$ cat src/rtl/jam_cost_arbiter_pkg.sv
// Shared widths and types for the jam cost-matrix arbiter.
package jam_pkg;
  localparam int COST_W = 7;
  localparam int IDX_W  = 3;

  typedef logic [COST_W-1:0] cost_t;
  typedef logic [IDX_W-1:0]  idx_t;

  typedef struct packed {
    logic valid;
    idx_t id;
  } arb_tag_t;
endpackage

$ cat src/rtl/jam_cost_arbiter_if.sv
// Engine request/response bus plus the shared cost-memory read port.
interface jam_cost_arbiter_if #(parameter int N_REQ = 4);
  import jam_pkg::*;

  logic [N_REQ-1:0]       req;
  logic [IDX_W*N_REQ-1:0] req_w;
  logic [IDX_W*N_REQ-1:0] req_j;
  logic [N_REQ-1:0]       gnt;
  logic                   mem_re;
  idx_t                   mem_w;
  idx_t                   mem_j;
  cost_t                  mem_cost;
  logic [N_REQ-1:0]       rsp_valid;
  cost_t                  rsp_cost;

  modport master (
    output req, req_w, req_j, mem_cost,
    input  gnt, mem_re, mem_w, mem_j, rsp_valid, rsp_cost
  );

  modport slave (
    input  req, req_w, req_j, mem_cost,
    output gnt, mem_re, mem_w, mem_j, rsp_valid, rsp_cost
  );
endinterface

$ cat src/rtl/jam_cost_arbiter_rr_pick.sv
// Combinational round-robin picker: first set request at or above ptr, wrapping.
module jam_rr_pick
  import jam_pkg::*;
#(
  parameter int N_REQ = 4
) (
  input  logic [N_REQ-1:0] req_vec,
  input  idx_t             ptr,
  output logic [N_REQ-1:0] win_oh,
  output idx_t             win_idx,
  output logic             any
);

  always_comb begin
    int k;
    win_oh  = '0;
    win_idx = '0;
    any     = 1'b0;
    k       = 0;
    for (int i = 0; i < N_REQ; i++) begin
      k = int'(ptr) + i;
      if (k >= N_REQ) k = k - N_REQ;
      if (!any && req_vec[k]) begin
        any        = 1'b1;
        win_idx    = idx_t'(k);
        win_oh[k]  = 1'b1;
      end
    end
  end

endmodule

$ cat src/rtl/jam_cost_arbiter.sv
// Round-robin arbiter sharing one cost-matrix memory between N_REQ engines.
// Optional per-requester grant counters are built when JAM_ARB_STATS_EN is defined.
module jam_cost_arbiter
  import jam_pkg::*;
#(
  parameter int N_REQ   = 4,
  parameter int MEM_LAT = 1
) (
  input  logic CLK,
  input  logic RST,
  jam_cost_arbiter_if.slave bus
`ifdef JAM_ARB_STATS_EN
  ,
  input  logic [2:0]  stat_sel,
  output logic [15:0] stat_cnt
`endif
);

  logic [N_REQ-1:0] req_eff;
  logic [N_REQ-1:0] win_oh;
  idx_t             win_idx;
  logic             any;
  idx_t             ptr;
  idx_t             sel_w;
  idx_t             sel_j;
  arb_tag_t         tag_q [MEM_LAT];
  arb_tag_t         rsp_tag;
  logic [N_REQ-1:0] rsp_oh;

  // A requester holding req through its grant cycle is not granted back-to-back.
  assign req_eff = bus.req & ~bus.gnt;

  jam_rr_pick #(.N_REQ(N_REQ)) u_pick (
    .req_vec (req_eff),
    .ptr     (ptr),
    .win_oh  (win_oh),
    .win_idx (win_idx),
    .any     (any)
  );

  always_comb begin
    sel_w = '0;
    sel_j = '0;
    for (int i = 0; i < N_REQ; i++) begin
      if (win_oh[i]) begin
        sel_w = bus.req_w[i*IDX_W +: IDX_W];
        sel_j = bus.req_j[i*IDX_W +: IDX_W];
      end
    end
  end

  always_comb begin
    rsp_oh = '0;
    for (int i = 0; i < N_REQ; i++) rsp_oh[i] = (rsp_tag.id == idx_t'(i));
  end

  // Read data lands one cycle after the tag leaves the last stage, so rsp_tag
  // aligns the id with the memory's data window.
  always_ff @(posedge CLK or posedge RST) begin
    if (RST) begin
      bus.gnt       <= '0;
      bus.mem_re    <= 1'b0;
      bus.mem_w     <= '0;
      bus.mem_j     <= '0;
      bus.rsp_valid <= '0;
      bus.rsp_cost  <= '0;
      ptr           <= '0;
      rsp_tag       <= '0;
      for (int i = 0; i < MEM_LAT; i++) tag_q[i] <= '0;
    end else begin
      bus.gnt    <= win_oh;
      bus.mem_re <= any;
      if (any) begin
        bus.mem_w <= sel_w;
        bus.mem_j <= sel_j;
        ptr       <= (win_idx == idx_t'(N_REQ-1)) ? '0 : win_idx + idx_t'(1);
      end
      tag_q[0] <= {any, win_idx};
      for (int i = 1; i < MEM_LAT; i++) tag_q[i] <= tag_q[i-1];
      rsp_tag <= tag_q[MEM_LAT-1];
      if (rsp_tag.valid) begin
        bus.rsp_valid <= rsp_oh;
        bus.rsp_cost  <= bus.mem_cost;
      end else begin
        bus.rsp_valid <= '0;
      end
    end
  end

`ifdef JAM_ARB_STATS_EN
  logic [15:0] cnt_q [N_REQ];
  logic [15:0] stat_nxt;

  always_comb begin
    stat_nxt = '0;
    for (int i = 0; i < N_REQ; i++) begin
      if (stat_sel == 3'(i)) stat_nxt = cnt_q[i];
    end
  end

  always_ff @(posedge CLK or posedge RST) begin
    if (RST) begin
      stat_cnt <= '0;
      for (int i = 0; i < N_REQ; i++) cnt_q[i] <= '0;
    end else begin
      stat_cnt <= stat_nxt;
      for (int i = 0; i < N_REQ; i++) begin
        if (bus.gnt[i] && (cnt_q[i] != 16'hFFFF)) cnt_q[i] <= cnt_q[i] + 16'd1;
      end
    end
  end
`endif

endmodule
$ cat src/flat_wrapper.sv
// flat-port wrapper written by rule: the top's interface ports become plain ports
module jam_cost_arbiter_flat import jam_pkg::*;
#(
  parameter int N_REQ   = 4,
  parameter int MEM_LAT = 1
)
  (CLK, RST, bus_req, bus_req_w, bus_req_j, bus_mem_cost, bus_gnt, bus_mem_re, bus_mem_w, bus_mem_j, bus_rsp_valid, bus_rsp_cost);
  jam_cost_arbiter_if #(.N_REQ(N_REQ)) bus_i ();
  input  logic CLK;
  input  logic RST;
  input wire logic [$bits(bus_i.req)-1:0] bus_req;
  input wire logic [$bits(bus_i.req_w)-1:0] bus_req_w;
  input wire logic [$bits(bus_i.req_j)-1:0] bus_req_j;
  input wire logic [$bits(bus_i.mem_cost)-1:0] bus_mem_cost;
  output wire logic [$bits(bus_i.gnt)-1:0] bus_gnt;
  output wire logic [$bits(bus_i.mem_re)-1:0] bus_mem_re;
  output wire logic [$bits(bus_i.mem_w)-1:0] bus_mem_w;
  output wire logic [$bits(bus_i.mem_j)-1:0] bus_mem_j;
  output wire logic [$bits(bus_i.rsp_valid)-1:0] bus_rsp_valid;
  output wire logic [$bits(bus_i.rsp_cost)-1:0] bus_rsp_cost;
  assign bus_i.req = bus_req;
  assign bus_i.req_w = bus_req_w;
  assign bus_i.req_j = bus_req_j;
  assign bus_i.mem_cost = bus_mem_cost;
  assign bus_gnt = bus_i.gnt;
  assign bus_mem_re = bus_i.mem_re;
  assign bus_mem_w = bus_i.mem_w;
  assign bus_mem_j = bus_i.mem_j;
  assign bus_rsp_valid = bus_i.rsp_valid;
  assign bus_rsp_cost = bus_i.rsp_cost;
  jam_cost_arbiter #(.N_REQ(N_REQ), .MEM_LAT(MEM_LAT)) u_core (.CLK(CLK), .RST(RST), .bus(bus_i));
endmodule
$ cat config.mk
export PLATFORM = sky130hd
export DESIGN_NAME = jam_cost_arbiter_flat
export DESIGN_NICKNAME = d
export VERILOG_FILES = /design/src/rtl/jam_cost_arbiter_pkg.sv /design/src/rtl/jam_cost_arbiter_if.sv /design/src/rtl/jam_cost_arbiter_rr_pick.sv /design/src/rtl/jam_cost_arbiter.sv /design/src/flat_wrapper.sv
export SDC_FILE = /design/constraint.sdc
export NUM_CORES = 1
export LEC_CHECK = 0
export CORE_MARGIN = 4
export CORE_UTILIZATION = 45
export DETAILED_ROUTE_END_ITERATION = 16
export HOLD_SLACK_MARGIN = 0.06
export PLACE_DENSITY = 0.8
export RECOVER_POWER = 50
export SLEW_MARGIN = 20
export SYNTH_ARGS = -nofsm -noshare
export SYNTH_HDL_FRONTEND = slang
export SYNTH_HIERARCHICAL = 1
export SYNTH_SLANG_ARGS = --single-unit
$ cat constraint.sdc
create_clock -name CLK -period 6.8 [get_ports CLK]
set_input_delay 1.02 -clock CLK [delete_from_list [all_inputs] [get_ports CLK]]
set_output_delay 1.02 -clock CLK [all_outputs]
set_load 0.005 [all_outputs]
Yosys cells after proc, flatten, opt, wreduce, memory -nomap -nowiden
Cells that the tools add are included.
{"block": "classes", "addsub": 8, "order_cmp": 12, "eq_ne": 4, "n_mux": 46, "bitwise_logic": 5, "n_reduce_logical": 11}
{"cell": ">= comparator 32 x 1 -> 1 bit (second input constant)", "n": 4}
{"cell": "< comparator 32 x 4 -> 1 bit (second input constant)", "n": 4}
{"cell": "2-to-1 mux 32 bit", "n": 4}
{"cell": "2-to-1 mux 3 bit", "n": 13}
{"cell": "2-to-1 mux 4 bit", "n": 5}
{"cell": "2-to-1 mux 1 bit", "n": 16}
{"cell": "subtractor 4 x 3 -> 5 bit (second input constant)", "n": 3}
{"cell": ">= comparator 4 x 3 -> 1 bit (second input constant)", "n": 3}
{"cell": "bitwise OR 4 bit", "n": 3}
{"cell": "== test 3 x 2 -> 1 bit (second input constant)", "n": 3}
{"cell": "adder 3 x 2 -> 4 bit (second input constant)", "n": 2}
{"cell": "binary-select mux 1 bit (select 2 bit)", "n": 4}
{"cell": "demux 1 bit (select 2 bit)", "n": 4}
{"cell": "logical AND 1 bit", "n": 7}
{"cell": "adder 3 x 1 -> 4 bit (second input constant)", "n": 1}
{"cell": "bitwise AND 4 bit", "n": 1}
{"cell": "NOT 4 bit", "n": 1}
{"cell": "subtractor 3 x 3 -> 4 bit (second input constant)", "n": 1}
{"cell": "adder 3 x 1 -> 3 bit (second input constant)", "n": 1}
{"cell": "== test 3 x 1 -> 1 bit (second input constant)", "n": 1}
{"cell": ">= comparator 3 bit (second input constant)", "n": 1}
{"cell": "zero test 1 bit", "n": 3}
{"cell": "zero test 3 bit", "n": 1}
{"block": "word_totals", "register_bits": 32, "in_bits": 37, "elab_cells": 96}

Logic depth before layout (Yosys ltp)
{"block": "logic_depth", "ltp_word": 19, "depth_mapped": 11, "depth_no_buf": 10}

By module
Netlist, hierarchy kept.
{"mod": "jam_cost_arbiter", "n_inst": 1, "cells_per_inst": 95, "area_per_inst_um2": 1280.0, "seq_area_each_um2": 800.8}
{"mod": "jam_rr_pick", "n_inst": 1, "cells_per_inst": 54, "area_per_inst_um2": 475.5, "seq_area_each_um2": 0.0}

Worst setup path after synthesis
OpenSTA, ideal clock, no wires.
{"block": "synth_path", "kind": "input to register", "from": "input port bus_req[2]", "to": "register u_core.bus.mem_w[1]", "t_arrival_ps": 2937, "t_required_ps": 6658, "path_slack_ps": 3721, "stages": 8, "path_buffers": 1, "cell_sequence": "nor2b_1 mux4_2 nor4b_4 and2_1 o2bb2ai_1 buf_2 nand3b_1 a41oi_2"}
{"block": "synth_between", "elab_cells_between_ends": 34}
{"element": "from (decl)", "line_no": "flat_wrapper.sv:11", "source": "input wire logic [$bits(bus_i.req)-1:0] bus_req;"}
{"element": "bitwise AND 4 bit *", "line_no": "jam_cost_arbiter.sv:31", "source": "assign req_eff = bus.req & ~bus.gnt;"}
{"element": "binary-select mux 1 bit (select 2 bit)", "line_no": "jam_cost_arbiter_rr_pick.sv:23", "source": "if (!any && req_vec[k]) begin"}
{"element": "2-to-1 mux 1 bit (not written as such) (2 in a row)", "line_no": "jam_cost_arbiter_rr_pick.sv:23"}
{"element": "2-to-1 mux 1 bit", "line_no": "jam_cost_arbiter_rr_pick.sv:23"}
{"element": "zero test 1 bit", "line_no": "jam_cost_arbiter_rr_pick.sv:23"}
{"element": "logical AND 1 bit", "line_no": "jam_cost_arbiter_rr_pick.sv:23"}
{"element": "2-to-1 mux 1 bit", "line_no": "jam_cost_arbiter_rr_pick.sv:23"}
{"element": "zero test 1 bit", "line_no": "jam_cost_arbiter_rr_pick.sv:23"}
{"element": "logical AND 1 bit", "line_no": "jam_cost_arbiter_rr_pick.sv:23"}
{"element": "2-to-1 mux 1 bit", "line_no": "jam_cost_arbiter_rr_pick.sv:23"}
{"element": "zero test 1 bit", "line_no": "jam_cost_arbiter_rr_pick.sv:23"}
{"element": "logical AND 1 bit", "line_no": "jam_cost_arbiter_rr_pick.sv:23"}
{"element": "2-to-1 mux 4 bit *", "line_no": "jam_cost_arbiter_rr_pick.sv:23"}
{"element": "net u_core.win_oh[2]", "line_no": "jam_cost_arbiter.sv:20", "source": "logic [N_REQ-1:0] win_oh;"}
{"element": "2-to-1 mux 3 bit * (2 in a row)", "line_no": "jam_cost_arbiter.sv:45", "source": "if (win_oh[i]) begin"}
{"element": "to (signal assigned)", "line_no": "jam_cost_arbiter.sv:74", "source": "bus.mem_w <= sel_w;"}
{"element": "to (decl)", "line_no": "jam_cost_arbiter_if.sv:23", "source": "output gnt, mem_re, mem_w, mem_j, rsp_valid, rsp_cost"}
Mark *: on every way through the listed nets, which the timed path passes. The rest lies on a longest branch. The select of a mux whose other input is x is not followed.
A chain may end at the register's enable or synchronous reset.

Worst setup path in the final report
{"block": "layout_path", "from": "register u_core.ptr[0]", "to": "register u_core.bus.mem_j[1]"}
{"block": "layout_between", "elab_cells_between_ends": 68}
{"element": "from (decl)", "line_no": "jam_cost_arbiter.sv:23", "source": "idx_t ptr;"}
{"element": "from (signal assigned)", "line_no": "jam_cost_arbiter.sv:76", "source": "ptr <= (win_idx == idx_t'(N_REQ-1)) ? '0 : win_idx + idx_t'(1);"}
{"element": "branches (longest 14 deep; another with >= comparator 32 x 1 -> 1 bit)"}
{"element": "2-to-1 mux 4 bit *", "line_no": "jam_cost_arbiter_rr_pick.sv:23"}
{"element": "net u_core.win_oh[2]", "line_no": "jam_cost_arbiter.sv:20"}
{"element": "2-to-1 mux 3 bit * (2 in a row)", "line_no": "jam_cost_arbiter.sv:45"}
{"element": "to (signal assigned)", "line_no": "jam_cost_arbiter.sv:75", "source": "bus.mem_j <= sel_j;"}
{"element": "to (decl)", "line_no": "jam_cost_arbiter_if.sv:23"}
Mark *: on every way through the listed nets, which the timed path passes. The select of a mux whose other input is x is not followed.

==> impl_metrics.csv <==
group,metric,value,unit
status,outcome,"complete, but fails checks",
status,violations,"max-capacitance violations, max-slew violations",
place,routabilityCongestion,0.911,
layout,final_common_cell,"clkdlybuf4s50_1",
clocking,cts.sinks,32,
grt,grt_max_degree,33,
timing,tightest_slew,1.70,ns
pwr,peakVddDrop,0.234,mV
floorplanning,initial_utilization,0.472,
worst_setup_path,end_kind,"flip-flop",
clocking,cts_max_path_buffers,2,
synthesis,netlist_area,1760,sq um
clocking,cts-root-buf,"clkbuf_8",
min_path,hold_path_class,"flip-flop to flip-flop",
worst_setup_path,path_max_fanout,17,
detailed_routing,wl,4.32,mm
synthesis,synth_xor_area_frac,0,
worst_setup_path,max_stage_delay,0.79,ns
grt,overflow,0,
synthesis,synthMuxAreaShare,0.117,
synthesis,synthTopCellsByArea,"dfrtp_1 (46%), ha_1 (6.4%), mux2_2 (5.8%), a41oi_2 (4.6%), nand2_1 (3.8%)",
clocking,post_cts_buffers,0,
detailed_routing,final_antenna_net_count,0,
synthesis,synthArstFlopShare,1.00,
synthesis,avgSynthCellArea,11.8,sq um
worst_setup_path,worst-path-stages,9,
clocking,cts_inserted_buffers,5,
floorplanning,ioPinCount,59,
clocking,postCtsResizedCells,0,
grt,grt_pass1_vias,1578,
detailed_routing,num_vias,1438,
place,dp_hpwl,3.34,mm
timing,final.min_clock_period,3.73,ns
pwr,p_leak,1.01,nW
timing,final.setup.tns,0,ns
clocking,clkTransAtPathRegs,0.07,ns
place,portBuffers,58,
timing,finalHoldViolations,0,
grt,busiest_layer,"met2",
worst_setup_path,r2r.worst_path.cells,9,
synthesis,syn-instance-count,149,
layout,drive_above_1_share,0.138,
layout,fin_nets,255,
grt,grt_pass1_wl,7.29,mm
grt,grt_use_total,0.185,
timing,slew_headroom,-0.131,
synthesis,yosysSeqAreaShare,0.456,
synthesis,yosysTopAreaCellShare,0.456,
pwr,total_power,1.20,mW
worst_setup_path,setup.worst_path.class,"flip-flop to flip-flop",
floorplanning,die_x,70.5,microns
synthesis,ys.warnings.count,6,
timing,rsz0062_at_grt,"false",
synthesis,ys_ff_latch,32,
detailed_routing,drcViolationCount,0,
layout,fillCellCount,295,
synthesis,syn_nets,195,
worst_setup_path,crit_slowest_cell,"o2bb2ai_1",
min_path,holdPathStages,0,
floorplanning,rows,22,
grt,use_met2,0.333,
synthesis,synth_top_area_cell,"dfrtp_1",
timing,max_freq,268,MHz
timing,drv_slew,33,
worst_setup_path,path_delay_family,"compound AO/OA/AOI/OAI gates",
grt,met3_usage,0.0547,
clocking,htree_levels,2,
floorplanning,die-area,4960,sq um
worst_setup_path,path_buf_inv,1,
timing,finalClockSkew,0.00436,ns
synthesis,synth_top_family_by_area,"simple AND/OR/NAND/NOR gates",
synthesis,synthAdderAreaFrac,0.0641,
synthesis,synth_edf_count,0,
worst_setup_path,cp_data_required_time,6.94,ns
clocking,clk_latency,0.28,ns
detailed_routing,dr.pass1.iters,4,
detailed_routing,via_per_inst,5.57,
timing,fin_crit_sh,0.548,
floorplanning,core,3720,sq um
pwr,p_per_area,489,nW/um^2
layout,layout_common_cells,"clkdlybuf4s50_1 (54), dfrtp_1 (32), nand2_1 (18)",
synthesis,synthFlopType,"dfrtp_1",
clocking,ctsHoldBuffers,0,
clocking,cts_tree,"done",
detailed_routing,drt_iter0_drc,73,
layout,antenna-diode-count,0,
synthesis,synth-simple-area-share,0.177,
worst_setup_path,start_kind,"flip-flop",
worst_setup_path,cp_cell_sequence,"inv_1 -> ha_1 -> mux4_2 -> nor2b_4 -> a221oi_1 -> o2bb2ai_1 -> nor3b_4 -> nand2_1 -> a41oi_2",
grt,use_met1,0.204,
detailed_routing,avgRoutedWirePerCell,16.8,microns
grt,antenna_found_initial,0,
synthesis,synth_compound_area_frac,0.154,
timing,setup_viol,0,
synthesis,yosysUniqueCellTypes,37,
floorplanning,die_h,70.5,microns
worst_setup_path,worstPathArrival,3.86,ns
layout,area_growth_syn_to_layout,40.1,%
run,cap_violations,1,
-- registers in the layout (all words and copies together) (netlist names) --
register              count
u_core/bus.rsp_cost       7
u_core/bus.gnt            4
u_core/bus.rsp_valid      4
u_core/rsp_tag            4
u_core/tag_q              4
u_core/bus.mem_j          3
u_core/bus.mem_w          3
u_core/ptr                3
-- per-layer routing --
layer	vias to the layer above	wire length, microns
li1	670	-
met1	698	1630
met2	60	2350
met3	10	268
met4	0	77
met5	-	0
-- cell usage after synthesis (3+ instances only) --
| cell | number |
|---|---|
| mux4_2 | 3 |
| buf_2 | 3 |
| dfrtp_1 | 32 |
| ha_1 | 9 |
| mux2_2 | 9 |
| o22ai_1 | 6 |
| nand2_1 | 18 |
| a41oi_2 | 5 |
| nor2b_1 | 6 |
| nor2_1 | 4 |
| a21oi_1 | 4 |
| o21ai_0 | 7 |
| inv_1 | 6 |
| nand3b_1 | 8 |
-- power by group --
group / leakage, nW / internal (mW) / switching [mW]
clock network: 0.0510 / 0.0806 / 0.0699
registers: 0.392 / 0.267 / 0.0652
logic: 0.569 / 0.356 / 0.364
-- worst paths after layout --
check | start | endpoint | slack, ns
worst min register to register | u_core/tag_q[2] | u_core/rsp_tag[2] | 0.35
worst min-delay path | u_core/tag_q[2] | u_core/rsp_tag[2] | 0.35
worst max-delay path | u_core/ptr[0] | u_core/bus.mem_j[1] | 3.07
min in group asynchronous | RST | u_core/tag_q[2] | 1.77
max in group asynchronous | RST | u_core/ptr[0] | 4.06
worst max register to register | u_core/ptr[0] | u_core/bus.mem_j[1] | 3.07
-- metrics by stage --
stage / std cells / hold slack, ns / setup WS, ns / area (sq um) / util
after floorplan: 149 / 0.331 / 3.72 / 1760 / -
after global placement: 250 / 0.334 / 3.01 / 2370 / 0.638
after detailed placement: 250 / 0.337 / 2.89 / 2370 / 0.638
after CTS: 258 / 0.353 / 3.06 / 2460 / 0.663
after global routing: 258 / 0.361 / 2.78 / 2460 / 0.662
final: 258 / 0.350 / 3.07 / 2460 / 0.662
-- final cells by class --
| cell class | instances | area, sq um | area share |
|---|---|---|---|
| multi-input combinational | 105 | 898 | 0.365 |
| sequential | 32 | 801 | 0.326 |
| timing repair buffer | 59 | 584 | 0.238 |
| clock buffer | 6 | 82.6 | 0.0336 |
| tap | 48 | 60.1 | 0.0244 |
| inverter | 6 | 22.5 | 0.00916 |
| clock inverter | 2 | 10.0 | 0.00407 |
-- kinds of logic (layout without fill, tap and decap cells) --
family,count (synthesis),in the layout
flops,32,32
compound gates,34,34
fa+ha+maj,9,9
mux,14,14
buf+inv,12,73
simple gates,48,48
No activity file was read; power rests on OpenSTA's default activity.
